==> src/rtl/hazard_pkg.sv <==
// hazard_pkg: shared definitions for the pipeline hazard/forwarding unit.
//   FWD_*      : encodings of the EX operand-mux Choose select
//   stage_t    : metadata of the instruction sitting in EX (rd, RegWrite, MemRead)
//   dest_t     : metadata of the instructions sitting in MEM and WB (rd, RegWrite)
//   BUBBLE     : stage_t value of an inserted bubble
//   DEST_EMPTY : dest_t value of a bubble in MEM/WB
package hazard_pkg;

  // Internal register-address width. Top-level RA_W must not exceed it;
  // narrower addresses are zero-extended on entry.
  localparam int REG_ADDR_W = 5;

  localparam logic [1:0] FWD_RF  = 2'b00;
  localparam logic [1:0] FWD_MEM = 2'b01;
  localparam logic [1:0] FWD_WB  = 2'b10;

  typedef struct packed {
    logic [REG_ADDR_W-1:0] rd;
    logic                  reg_write;
    logic                  mem_read;
  } stage_t;

  // Once a load has left EX its data is forwardable like any other result,
  // so MEM and WB only need to know who writes what.
  typedef struct packed {
    logic [REG_ADDR_W-1:0] rd;
    logic                  reg_write;
  } dest_t;

  localparam stage_t BUBBLE     = '{rd: '0, reg_write: 1'b0, mem_read: 1'b0};
  localparam dest_t  DEST_EMPTY = '{rd: '0, reg_write: 1'b0};

  // MEM holds the youngest producer, so it wins over WB.
  function automatic logic [1:0] fwd_select(input logic mem_hit, input logic wb_hit);
    if (mem_hit)     return FWD_MEM;
    else if (wb_hit) return FWD_WB;
    else             return FWD_RF;
  endfunction

endpackage

==> src/rtl/hazard_match.sv <==
// hazard_match: one source-vs-destination register comparison.
//   src     : source register address
//   src_use : the consumer really reads src
//   dst     : destination register address of a producer
//   dst_en  : the producer qualifies (writes the RF, or is a load for stall checks)
//   hit     : dependency exists; x0 never matches
module hazard_match
  import hazard_pkg::*;
(
  input  logic [REG_ADDR_W-1:0] src,
  input  logic                  src_use,
  input  logic [REG_ADDR_W-1:0] dst,
  input  logic                  dst_en,
  output logic                  hit
);

  assign hit = src_use && dst_en && (dst != '0) && (src == dst);

endmodule

==> src/rtl/hazard_forward_unit.sv <==
// hazard_forward_unit: forwarding selects, load-use stall and event counters
// for a 5-stage pipeline, driven from a private shadow of EX/MEM/WB metadata.
//   clk, rst                 : clock, asynchronous active-high reset
//   IdRs1/IdRs2, IdUseRs1/2  : ID source registers and whether they are read
//   IdRd, IdRegWrite         : ID destination register and write enable
//   IdMemRead                : ID instruction is a load
//   Flush                    : taken branch/jump resolved in EX this cycle
//   ForwardA/ForwardB        : Choose selects for the EX operand muxes
//   Stall                    : hold PC and IF/ID, bubble into EX
//   StallCount/FlushCount    : saturating event counters
module hazard_forward_unit
  import hazard_pkg::*;
#(
  parameter int RA_W  = 5,
  parameter int CNT_W = 32
) (
  input  logic             clk,
  input  logic             rst,
  input  logic [RA_W-1:0]  IdRs1,
  input  logic [RA_W-1:0]  IdRs2,
  input  logic             IdUseRs1,
  input  logic             IdUseRs2,
  input  logic [RA_W-1:0]  IdRd,
  input  logic             IdRegWrite,
  input  logic             IdMemRead,
  input  logic             Flush,
  output logic [1:0]       ForwardA,
  output logic [1:0]       ForwardB,
  output logic             Stall,
  output logic [CNT_W-1:0] StallCount,
  output logic [CNT_W-1:0] FlushCount
);

  logic [REG_ADDR_W-1:0] id_rs1, id_rs2, id_rd;
  logic [REG_ADDR_W-1:0] ex_rs1, ex_rs2;
  stage_t                ex_st;
  dest_t                 mem_st, wb_st;

  logic mem_a, mem_b, wb_a, wb_b, ld_a, ld_b;

  always_comb begin
    id_rs1 = '0;
    id_rs2 = '0;
    id_rd  = '0;
    id_rs1[RA_W-1:0] = IdRs1;
    id_rs2[RA_W-1:0] = IdRs2;
    id_rd[RA_W-1:0]  = IdRd;
  end

  // Shadow pipeline. Unused source fields are captured as x0 so they can
  // never produce a forward.
  always_ff @(posedge clk or posedge rst) begin
    if (rst) begin
      ex_st  <= BUBBLE;
      ex_rs1 <= '0;
      ex_rs2 <= '0;
      mem_st <= DEST_EMPTY;
      wb_st  <= DEST_EMPTY;
    end else begin
      mem_st <= '{rd: ex_st.rd, reg_write: ex_st.reg_write};
      wb_st  <= mem_st;
      if (Flush || Stall) begin
        ex_st  <= BUBBLE;
        ex_rs1 <= '0;
        ex_rs2 <= '0;
      end else begin
        ex_st  <= '{rd: id_rd, reg_write: IdRegWrite, mem_read: IdMemRead};
        ex_rs1 <= IdUseRs1 ? id_rs1 : '0;
        ex_rs2 <= IdUseRs2 ? id_rs2 : '0;
      end
    end
  end

  hazard_match u_mem_a (.src(ex_rs1), .src_use(1'b1), .dst(mem_st.rd),
                        .dst_en(mem_st.reg_write), .hit(mem_a));
  hazard_match u_mem_b (.src(ex_rs2), .src_use(1'b1), .dst(mem_st.rd),
                        .dst_en(mem_st.reg_write), .hit(mem_b));
  hazard_match u_wb_a  (.src(ex_rs1), .src_use(1'b1), .dst(wb_st.rd),
                        .dst_en(wb_st.reg_write), .hit(wb_a));
  hazard_match u_wb_b  (.src(ex_rs2), .src_use(1'b1), .dst(wb_st.rd),
                        .dst_en(wb_st.reg_write), .hit(wb_b));

  // Load-use: the load in EX cannot supply its data to the ID consumer in time.
  hazard_match u_ld_a  (.src(id_rs1), .src_use(IdUseRs1), .dst(ex_st.rd),
                        .dst_en(ex_st.mem_read), .hit(ld_a));
  hazard_match u_ld_b  (.src(id_rs2), .src_use(IdUseRs2), .dst(ex_st.rd),
                        .dst_en(ex_st.mem_read), .hit(ld_b));

  assign ForwardA = fwd_select(mem_a, wb_a);
  assign ForwardB = fwd_select(mem_b, wb_b);

  // A flush kills the ID instruction, so it overrides any load-use stall.
  assign Stall = !Flush && (ld_a || ld_b);

  always_ff @(posedge clk or posedge rst) begin
    if (rst) begin
      StallCount <= '0;
      FlushCount <= '0;
    end else begin
      if (Stall && (StallCount != '1)) StallCount <= StallCount + 1'b1;
      if (Flush && (FlushCount != '1)) FlushCount <= FlushCount + 1'b1;
    end
  end

endmodule

==> config.mk <==
export PLATFORM = sky130hd
export DESIGN_NAME = hazard_forward_unit
export DESIGN_NICKNAME = d
export VERILOG_FILES = /design/src/rtl/hazard_pkg.sv /design/src/rtl/hazard_match.sv /design/src/rtl/hazard_forward_unit.sv
export SDC_FILE = /design/constraint.sdc
export NUM_CORES = 1
export LEC_CHECK = 0
export CAP_MARGIN = 25
export CORE_MARGIN = 1.5
export CORE_UTILIZATION = 30
export CTS_BUF_LIST = sky130_fd_sc_hd__clkbuf_8
export CTS_CLUSTER_SIZE = 8
export DETAILED_ROUTE_END_ITERATION = 6
export PLACE_DENSITY = 0.6
export SYNTH_ARGS = -nofsm -noshare
export SYNTH_HDL_FRONTEND = slang
export SYNTH_HIERARCHICAL = 1
export SYNTH_SLANG_ARGS = --single-unit
==> constraint.sdc <==
create_clock -name clk -period 3.65 [get_ports clk]
set_clock_uncertainty 0.15 [all_clocks]
set_input_delay 0.365 -clock clk [delete_from_list [all_inputs] [get_ports clk]]
set_output_delay 0.365 -clock clk [all_outputs]
set_load 0.01 [all_outputs]
==> summary.md, run 1 <==
| Metric | Value |
|---|---|
| Largest net degree at the start of global routing | `52` |
| Synth Area in Simple Gates | `0.238` |
| CTS tree | `yes` |
| Register area share after synthesis | `0.521` |
| Post-CTS Hold Fix Bufs | `0` |
| Worst-Skew Late Latency | `0.37 ns` |
| Syn Inst Count | `400` |
| GPL Wtd Cong | `0.792` |
| Final Cycle Share | `0.779` |
| Setup violators final | `0` |
| Row cnt | `44` |
| Area occupied by multi-input gates | `0.00207 mm²` |
| Worst Tran Pin Value | `0.807 ns` |
| Placed cell count | `675` |
| Flip-flop and latch area | `0.00233 mm²` |
| Fill count | `1471` |
| Antenna cells | `0` |
| Max_slew headroom | `0.457` |
| Area delta synth->final | `30.2%` |
| Crit Path Class | `reg -> out` |
| Die X | `125 µm` |
| Max Root-Sink Buffers | `2` |
| Global-route wire length before repair | `17200 µm` |
| CP arrival | `2.33 ns` |
| Io pins | `91` |
| Starting density of the core | `0.307` |
| Avg Cell Area, Syn | `11.2 µm²` |
| Max stage delay on crit path | `0.49 ns` |
| CTS root buffer | `clkbuf_8` |
| FF-to-FF End | `StallCount[25]` |
| Synth Area in Adders | `0.00561` |
| Routed Antenna Nets | `0` |
| Synth Area in Compound Gates | `0.0460` |
| Prevailing post-synth register cell | `dfrtp_1` |
| WL per Instance | `14.8 µm` |
| Largest family of logic cells by synthesized area | `simple AND/OR/NAND/NOR gates` |
| Final non-filler cell total | `691` |
| WP depth | `6` |
| Number of synthesis warnings | `6` |
| Worst VDD drop | `0.184 mV` |
| Die area | `0.0156 mm²` |
| #FFs+latches synth | `93` |
| Hold Fails Final Rpt | `0` |
| Routed wire length | `10200 µm` |
| Post-CTS Repair Setup Buffers | `0` |
| P_leak | `2.45 nW` |
| Synthesized area | `0.00446 mm²` |
| R2R Setup Slk | `1.20 ns` |
| First-pass iteration count of the detailed router | `4` |
| Fmax | `0.352 GHz` |
| CTS Buf Count | `9` |
| Initial DRC count | `155` |
| Layout cells sized above 1 | `0.0907` |
| Total negative slack | `0 ns` |
| Hold_ws | `0.204 ns` |
| Number of synthesized flops with an enable pin | `0` |
| Synth async-reset ratio | `1.00` |
| Port Buf Inserts | `90` |
| Core ar. | `0.0145 mm²` |
| Vias in the first global route | `3364` |
| Outcome | `complete, no violations` |
| Clk slew on worst S/H paths | `0.09 ns` |
| Crit Path Max Fanout | `5` |
| Synth Area in XOR/XNOR | `0.163` |
| Clock sink total | `93` |
| Hold_sp | `ex_st[1]` |
| Max-slew violations | `0` |
| Initial antenna violation count | `0` |
| Nets | `526` |
| Die Span Y | `125 µm` |
| CP top delay family | `buffers and inverters` |
| Hold Path Stages | `0` |
| Total congestion overflow | `0` |
| HP Class | `reg -> reg` |
| CP startpoint kind | `register` |
| Power per standard cell area | `373 mW/mm²` |
| Vias/cell | `4.93` |
| Reg2Reg Depth | `8` |
| Unrepaired setup endpoints after global routing | `no` |
| Tot Pwr | `2.17 mW` |
| Reg2Reg Launch Point | `ex_st[5]` |
| Library cells used by synthesis | `42` |
| CP Capture Type | `output port` |
| CP cell instances | `nor4_1, o21ai_0, nor3b_2, o21bai_1, inv_1, clkdlybuf4s50_1` |
| Mux share of post-synthesis cell area | `0.00757` |
| Worst path required time | `3.13 ns` |
| Via count | `3410` |
| DP HPWL | `7490 µm` |
| Max-cap check violation count | `0` |
| Slowest-stage cell, CP | `clkdlybuf4s50_1` |
| Tmin final | `2.84 ns` |
| Hold Path End | `mem_st[0]` |
| GRT Total Usage | `0.137` |
| WP buf/inv | `2` |
| DRC viols | `0` |
| Cts repair resizes | `0` |
| H-tree lvl count | `3` |
kinds of logic (layout without fill, tap and decap cells):
kind of cell,Yosys count,in the layout
AOI/OAI and AO/OA,24,24
xor gates and xnor gates,83,83
adders and majority gates,2,2
buffers and inverters,18,122
DFF,93,93
muxes,3,3
other,1,4
and+or+nand+nor,176,176
report_power, final:
group / switching [mW] / internal, mW
combinational: 0.140 / 0.171
sequential: 0.0896 / 1.09
clock: 0.355 / 0.328
total: 0.585 / 1.59
flip-flops by register name, indices dropped and copies added (netlist names):
register,cells
ex_st,7
StallCount,32
wb_st,6
ex_rs2,5
FlushCount,32
ex_rs1,5
mem_st,6
worst max-delay path by stage:
| stage | from | slack [ns] | endpoint |
|---|---|---|---|
| 2_1_floorplan | rst | 0.71 | FlushCount[0] |
| 5_1_grt | ex_st[5] | 0.61 | Stall |
| 4_1_cts | ex_st[5] | 0.73 | Stall |
| 3_3_place_gp | IdRs2[0] | 0.91 | Stall |
| 3_5_place_dp | IdRs2[1] | 0.86 | StallCount[27] |
| 6_report | ex_st[5] | 0.81 | Stall |
through the flow:
stage / instance area (µm²) / setup slack [ns] / utilization
2_1_floorplan: 4470 / 0.715 / -
3_3_place_gp: 5620 / 0.912 / 0.387
3_5_place_dp: 5620 / 0.863 / 0.387
4_1_cts: 5810 / 0.727 / 0.400
5_1_grt: 5810 / 0.608 / 0.400
6_report: 5810 / 0.808 / 0.400
layout make-up:
cell class,count,area share
multi-input combinational,292,0.356
clock inverter,6,0.00947
sequential,93,0.400
tap,184,0.0396
clock buffer,10,0.0237
inverter,11,0.00732
timing repair buffer,95,0.164
synth_stat cells, types with 2 or more instances:
cell / n / area [µm²]
inv_1: 11 / 41.3
and4_1: 7 / 61.3
or2_2: 3 / 18.8
and2_1: 11 / 68.8
buf_4: 2 / 15.0
nand4_1: 28 / 175
or4_4: 2 / 22.5
o21ai_0: 6 / 30.0
and3_2: 3 / 22.5
nor2_1: 15 / 56.3
ha_1: 2 / 25.0
buf_2: 2 / 10.0
clkbuf_1: 3 / 11.3
nand2_1: 24 / 90.1
nor3b_2: 6 / 75.1
dfrtp_1: 93 / 2330
nor3_1: 7 / 35.0
nand3_1: 26 / 130
and3_1: 27 / 169
nor2b_1: 2 / 12.5
nor4_1: 9 / 56.3
o2111ai_1: 6 / 52.6
mux2_2: 3 / 33.8
xor2_1: 19 / 166
a31oi_1: 3 / 18.8
xnor2_1: 64 / 561
worst reg2reg max path: stages, from the launching register on:
cell	delay (ns)
dfrtp_1	0.46
nor4_1	0.29
o21ai_0	0.10
nor3b_2	0.17
o21bai_1	0.36
nor2_1	0.16
and3_1	0.30
a41oi_1	0.27
a31oi_1	0.06
cells in the final DEF (no fill, tap or decap), types with 9 or more instances in the layout:
cell type / netlist / layout
dfrtp_1: 93 / 93
nand4_1: 28 / 28
clkbuf_8: 0 / 10
clkdlybuf4s50_1: 0 / 90
and3_1: 27 / 27
nor2_1: 15 / 15
and2_1: 11 / 11
inv_1: 11 / 12
nand2_1: 24 / 24
xor2_1: 19 / 19
xnor2_1: 64 / 64
nor4_1: 9 / 9
nand3_1: 26 / 26
per-layer routing:
layer | GRT usage | routed length (µm) | vias up
met5 | 0 | 0 | -
met4 | 0.0655 | 220 | 0
met3 | 0.0304 | 575 | 16
met2 | 0.210 | 4700 | 101
met1 | 0.183 | 4720 | 1666
li1 | - | - | 1627
Note: power is estimated with default switching activity, not from simulation.
==> inputs of run 2 (changes only) <==
Settings changed: PLACE_DENSITY 0.6 to 0.62.
Clock period 3.65 ns to 2.5 ns, I/O delays scaled along.
==> run 2 against run 1 <==
Against the previous run: register-to-register slack got worse by 1.0 ns; sequential power rose by 46%; via count rose by 0.41%; highest routed layer unchanged.
==> summary.md, run 2 (same netlist as run 1, synthesis figures left out) <==
| Metric | Value |
|---|---|
| CTS tree | `yes` |
| Fin util | `0.406` |
| Starting density of the core | `0.307` |
| Routed Antenna Nets | `0` |
| Die area | `0.0156 mm²` |
| GPL Wtd Cong | `0.786` |
| Switching share of power | `0.285` |
| Largest net degree at the start of global routing | `94` |
| Clock network power share | `0.297` |
| Int Pwr | `2.20 mW` |
| Clock sink total | `93` |
| Io pins | `91` |
| Max-slew violations | `0` |
| Tmin final | `2.37 ns` |
| First-pass iteration count of the detailed router | `4` |
| Worst Tran Pin Value | `0.533 ns` |
| Hold_ws | `0.150 ns` |
| Fmax | `0.421 GHz` |
| DP HPWL | `7610 µm` |
| Power per standard cell area | `523 mW/mm²` |
| Port Buf Inserts | `90` |
| HP Class | `in -> async` |
| Routed length on met2 | `4960 µm` |
| CP cell instances | `xnor2_1, o2111ai_1, nor3b_2, clkdlybuf4s50_1` |
| Commonest non-fill, non-tap cells in the layout | `dfrtp_1, clkdlybuf4s50_1, xnor2_1, nand4_1` |
| Initial antenna violation count | `0` |
| WL per Instance | `14.8 µm` |
| Reg2Reg Launch Point | `ex_st[2]` |
| Sw Pwr | `0.880 mW` |
| CP startpoint kind | `register` |
| Top flop regs | `FlushCount x32, StallCount x32, ex_st x7` |
| Worst VDD drop | `0.243 mV` |
| Antenna cells | `0` |
| Register share of total power | `0.558` |
| Top layer in use | `met4` |
| Setup violators final | `0` |
| CTS root buffer | `clkbuf_8` |
| P_leak | `2.50 nW` |
| Vias/cell | `4.88` |
| Max_slew headroom | `0.642` |
| H-tree lvl count | `3` |
| Outcome | `complete, no violations` |
| Nets | `536` |
| Comb power frac | `0.144` |
| Slowest-stage cell, CP | `clkdlybuf4s50_1` |
| Vias in the first global route | `3400` |
| DRC viols | `0` |
| Crit Path Class | `reg -> out` |
| Routed wire length | `10400 µm` |
| Clk slew on worst S/H paths | `0.09 ns` |
| Via count | `3424` |
| Area delta synth->final | `32.2%` |
| Layout cells sized above 1 | `0.130` |
| Row cnt | `44` |
| Global-route wire length before repair | `17300 µm` |
| Pre-CTS setup slack | `-0.0947 ns` |
| Commonest non-fill, non-tap cell in the layout | `dfrtp_1` |
| Setup WS post-layout | `0.128 ns` |
| Die Span Y | `125 µm` |
| Tot Pwr | `3.08 mW` |
| Max stage delay on crit path | `0.58 ns` |
| CP arrival | `1.97 ns` |
| Crit Path Max Fanout | `5` |
| Max-cap check violation count | `0` |
| Met3 wire length | `474 µm` |
| CP Launch Point | `mem_st[1]` |
| Worst-Skew Late Latency | `0.38 ns` |
| Worst path required time | `2.10 ns` |
| CP Capture Type | `output port` |
| GRT Total Usage | `0.138` |
| Initial DRC count | `173` |
| Final Cycle Share | `0.949` |
| Die X | `125 µm` |
| CTS Buf Count | `9` |
| Max Root-Sink Buffers | `2` |
| Post-Route M1 WL | `4740 µm` |
| Unrepaired setup endpoints after global routing | `no` |
| Core ar. | `0.0145 mm²` |
| Hold Fails Final Rpt | `0` |
| Total congestion overflow | `0` |
-- run 2: cell types whose count changed in the layout (fill, tap and decap cells not counted), moves of 2 or more --
cell / change
buf_4: +10
dfrtp_1: -4
dfrtp_2: +4
clkdlybuf4s50_1: -3
clkinv_2: -2
clkinvlp_4: +2
dlygate4sd2_1: +2
inv_6: +2
nor3_1: -2
nor3_2: +2
-- run 2: power by group through the flow --
stage / Combinational [mW] / Clock [mW] / Sequential [mW]
2_1_floorplan: 0.202 / 0 / 1.75
3_3_place_gp: 0.449 / 0 / 1.75
3_5_place_dp: 0.449 / 0 / 1.75
4_1_cts: 0.451 / 0.963 / 1.72
5_1_grt: 0.491 / 1.02 / 1.74
6_report: 0.446 / 0.916 / 1.72
-- run 2: cell type report --
cell class / count / area [µm²]
Fill cell: 1453 / 8630
Tap cell: 184 / 230
Clock buffer: 9 / 124
Timing Repair Buffer: 105 / 1030
Clock inverter: 7 / 50.0
Inverter: 11 / 45.0
Sequential cell: 93 / 2330
Multi-Input combinational cell: 292 / 2090
-- run 2: layer usage --
metal | vias to the layer above | global-route usage
met2 | 77 | 0.214
met5 | - | 0
met4 | 0 | 0.0608
met1 | 1689 | 0.186
met3 | 15 | 0.0308
li1 | 1643 | -
-- run 2: per-stage QoR --
step / instances / TNS [ns] / cell area, µm²
floorplan: 403 / 0 / 4480
global placement: 682 / -0.0421 / 5680
detailed placement: 682 / -0.444 / 5680
CTS: 699 / 0 / 5860
global route: 701 / 0 / 5900
finish: 701 / 0 / 5900
-- run 2: critical path: cells and delay by family (launching register included) --
| kind | cells | cell delay (ns) |
|---|---|---|
| AO/OA/AOI/OAI | 1 | 0.14 |
| XOR/XNOR | 1 | 0.16 |
| buffers and inverters | 1 | 0.58 |
| flip-flops | 1 | 0.46 |
| AND/OR/NAND/NOR | 1 | 0.25 |
-- run 2: what timing repair did --
| item | in CTS | in global routing |
|---|---|---|
| setup endpoints to repair | 2 | 14 |
| setup buffers | 1 | 2 |
| pin swaps | 2 | 4 |
| resized for setup | 7 | 6 |
| hold buffers | 0 | 0 |
-- run 2: final timing paths --
| check | end | slack (ns) | cells past startpoint |
|---|---|---|---|
| worst max-delay path | ForwardA[0] | 0.13 | 4 |
| worst min-delay path | FlushCount[15] | 0.15 | 3 |
| worst max register to register | StallCount[13] | 0.17 | 9 |
| worst min register to register | mem_st[0] | 0.21 | 0 |
| max in group asynchronous | FlushCount[14] | 1.59 | 3 |
| min in group clk | mem_st[0] | 0.21 | 0 |
==> inputs of run 3 (changes only) <==
Settings changed: CAP_MARGIN 25 to 20, CORE_MARGIN 1.5 to 1.
==> run 3 against run 2 <==
Against the previous run: utilization decreased by 0.12 points; clock-buffer cell count did not move; cell count shrank 0.43%; sequential power barely moved; worst setup slack improved by 0.019 ns.
==> summary.md, run 3 (same netlist as run 1, synthesis figures left out) <==
| Metric | Value |
|---|---|
| Max-cap check violation count | `0` |
| Die Span Y | `124 µm` |
| CP top delay family | `simple AND/OR/NAND/NOR gates` |
| Crit Path Class | `reg -> reg` |
| Worst VDD drop | `0.234 mV` |
| Max-slew violations | `0` |
| Fill count | `1455` |
| Clk slew on worst S/H paths | `0.09 ns` |
| CP Capture Type | `register` |
| Outcome | `complete, no violations` |
| H-tree lvl count | `3` |
| FF-to-FF End | `StallCount[14]` |
| Routed wire length | `10500 µm` |
| CP startpoint kind | `register` |
| DRC viols | `0` |
| DP HPWL | `7770 µm` |
| Final Cycle Share | `0.941` |
| Via count | `3448` |
| CP Launch Point | `ex_st[5]` |
| Vias/cell | `4.94` |
| Port Buf Inserts | `90` |
| Antenna cells | `0` |
| Commonest non-fill, non-tap cells in the layout | `dfrtp_1, clkdlybuf4s50_1, xnor2_1, nand4_1` |
| Reg2Reg Launch Point | `ex_st[5]` |
| Crit Path Max Fanout | `6` |
| DP Area | `0.00569 mm²` |
| Starting density of the core | `0.307` |
| Io pins | `91` |
| Setup violators final | `0` |
| Hold Fails Final Rpt | `0` |
| Global-route wire length before repair | `17500 µm` |
| Tot Pwr | `3.11 mW` |
| CTS Buf Count | `9` |
| Placed cell count | `682` |
| Worst-Skew Late Latency | `0.38 ns` |
| Tmin final | `2.35 ns` |
| R2R Setup Slk | `0.15 ns` |
| Initial antenna violation count | `0` |
| Fmax | `0.425 GHz` |
| Max Root-Sink Buffers | `2` |
| Fin util | `0.405` |
| GPL Wtd Cong | `0.808` |
| CTS tree | `yes` |
| CP arrival | `2.51 ns` |
| Max stage delay on crit path | `0.47 ns` |
| CTS root buffer | `clkbuf_8` |
| Design area | `0.00588 mm²` |
| Total negative slack | `0 ns` |
| Power per standard cell area | `528 mW/mm²` |
| Final non-filler cell total | `698` |
| WL per Instance | `15.0 µm` |
| Core ar. | `0.0145 mm²` |
| WP buf/inv | `2` |
| Total congestion overflow | `0` |
| Layout cells sized above 1 | `0.123` |
| Vias in the first global route | `3532` |
| Top flop regs | `FlushCount x32, StallCount x32, ex_st x7` |
| Row cnt | `44` |
| Die X | `124 µm` |
| Worst Tran Pin Value | `0.600 ns` |
| Cell mode on critical path | `buf_4` |
| GRT Total Usage | `0.149` |
| First-pass iteration count of the detailed router | `4` |
| P_leak | `2.51 nW` |
| Max_slew headroom | `0.599` |
| Nets | `534` |
| Slowest-stage cell, CP | `dfrtp_2` |
| Reg2Reg Depth | `9` |
| Routed Antenna Nets | `0` |
| Worst path required time | `2.66 ns` |
| HP Class | `in -> async` |
| Area delta synth->final | `31.8%` |
| Initial DRC count | `159` |
| Die area | `0.0154 mm²` |
| CP cell instances | `xnor2_1, nand3_1, nor3b_2, o21bai_2, buf_4, buf_4, a31o_2, nor3_1, xor2_1` |
| Largest net degree at the start of global routing | `37` |
| Clock sink total | `93` |
| Unrepaired setup endpoints after global routing | `no` |
==> run 3: changes by cell type in the layout (fill, tap and decap cells not counted), moves of 2 or more <==
cell     change
buf_4        -3
dfrtp_1      -2
dfrtp_2      +2
nor3_1       +2
nor3_2       -2
==> run 3: how the worst max path moves through the flow <==
stage	end	cells past startpoint
after global placement	StallCount[31]	9
after floorplan	StallCount[29]	9
final	StallCount[14]	9
after global routing	ForwardB[0]	4
after CTS	ForwardA[1]	5
after detailed placement	StallCount[29]	9
==> run 3: worst register-to-register path: cells and delay by family, from the launching register on <==
family | cells | cell delay (ns)
AOI/OAI and AO/OA | 2 | 0.35
xor gates and xnor gates | 2 | 0.34
buffers and inverters | 2 | 0.27
DFF | 1 | 0.47
and+or+nand+nor | 3 | 0.70
==> run 3: per-layer routing <==
layer / GRT usage / share of wire / vias to the layer above
met5: 0 / 0 / -
met4: 0.0692 / 0.021 / 0
met3: 0.0380 / 0.041 / 16
met2: 0.230 / 0.48 / 59
met1: 0.196 / 0.46 / 1727
li1: - / - / 1646
==> run 3: power by group <==
part / total, mW / internal (mW) / switching (mW)
clock network: 0.930 / 0.366 / 0.564
registers: 1.73 / 1.59 / 0.138
logic: 0.453 / 0.255 / 0.198
==> run 3: area by class of cell <==
class / instances / area (µm²) / share of cell area
clock inverters: 6 / 47.5 / 0.00808
inverters: 11 / 45.0 / 0.00766
multi-input cells: 292 / 2070 / 0.353
clock buffers: 9 / 124 / 0.0211
flip-flops and latches: 93 / 2330 / 0.397
repair buffers: 103 / 1030 / 0.175
well taps: 184 / 230 / 0.0391
==> run 3: repair_timing <==
| item | in CTS | in global routing |
|---|---|---|
| setup buffers | 1 | 0 |
| setup endpoints to repair | 1 | 11 |
| cloned | 0 | 0 |
| resized for setup | 5 | 6 |
| pin swaps | 2 | 0 |
| hold buffers | 0 | 0 |
==> run 3: through the flow <==
stage / worst slack, ns / hold WS, ns
global route: 0.00785 / 0.174
floorplan: 0.378 / 0.181
detailed placement: -0.103 / 0.188
finish: 0.147 / 0.137
global placement: -0.00898 / 0.185
CTS: 0.0332 / 0.139
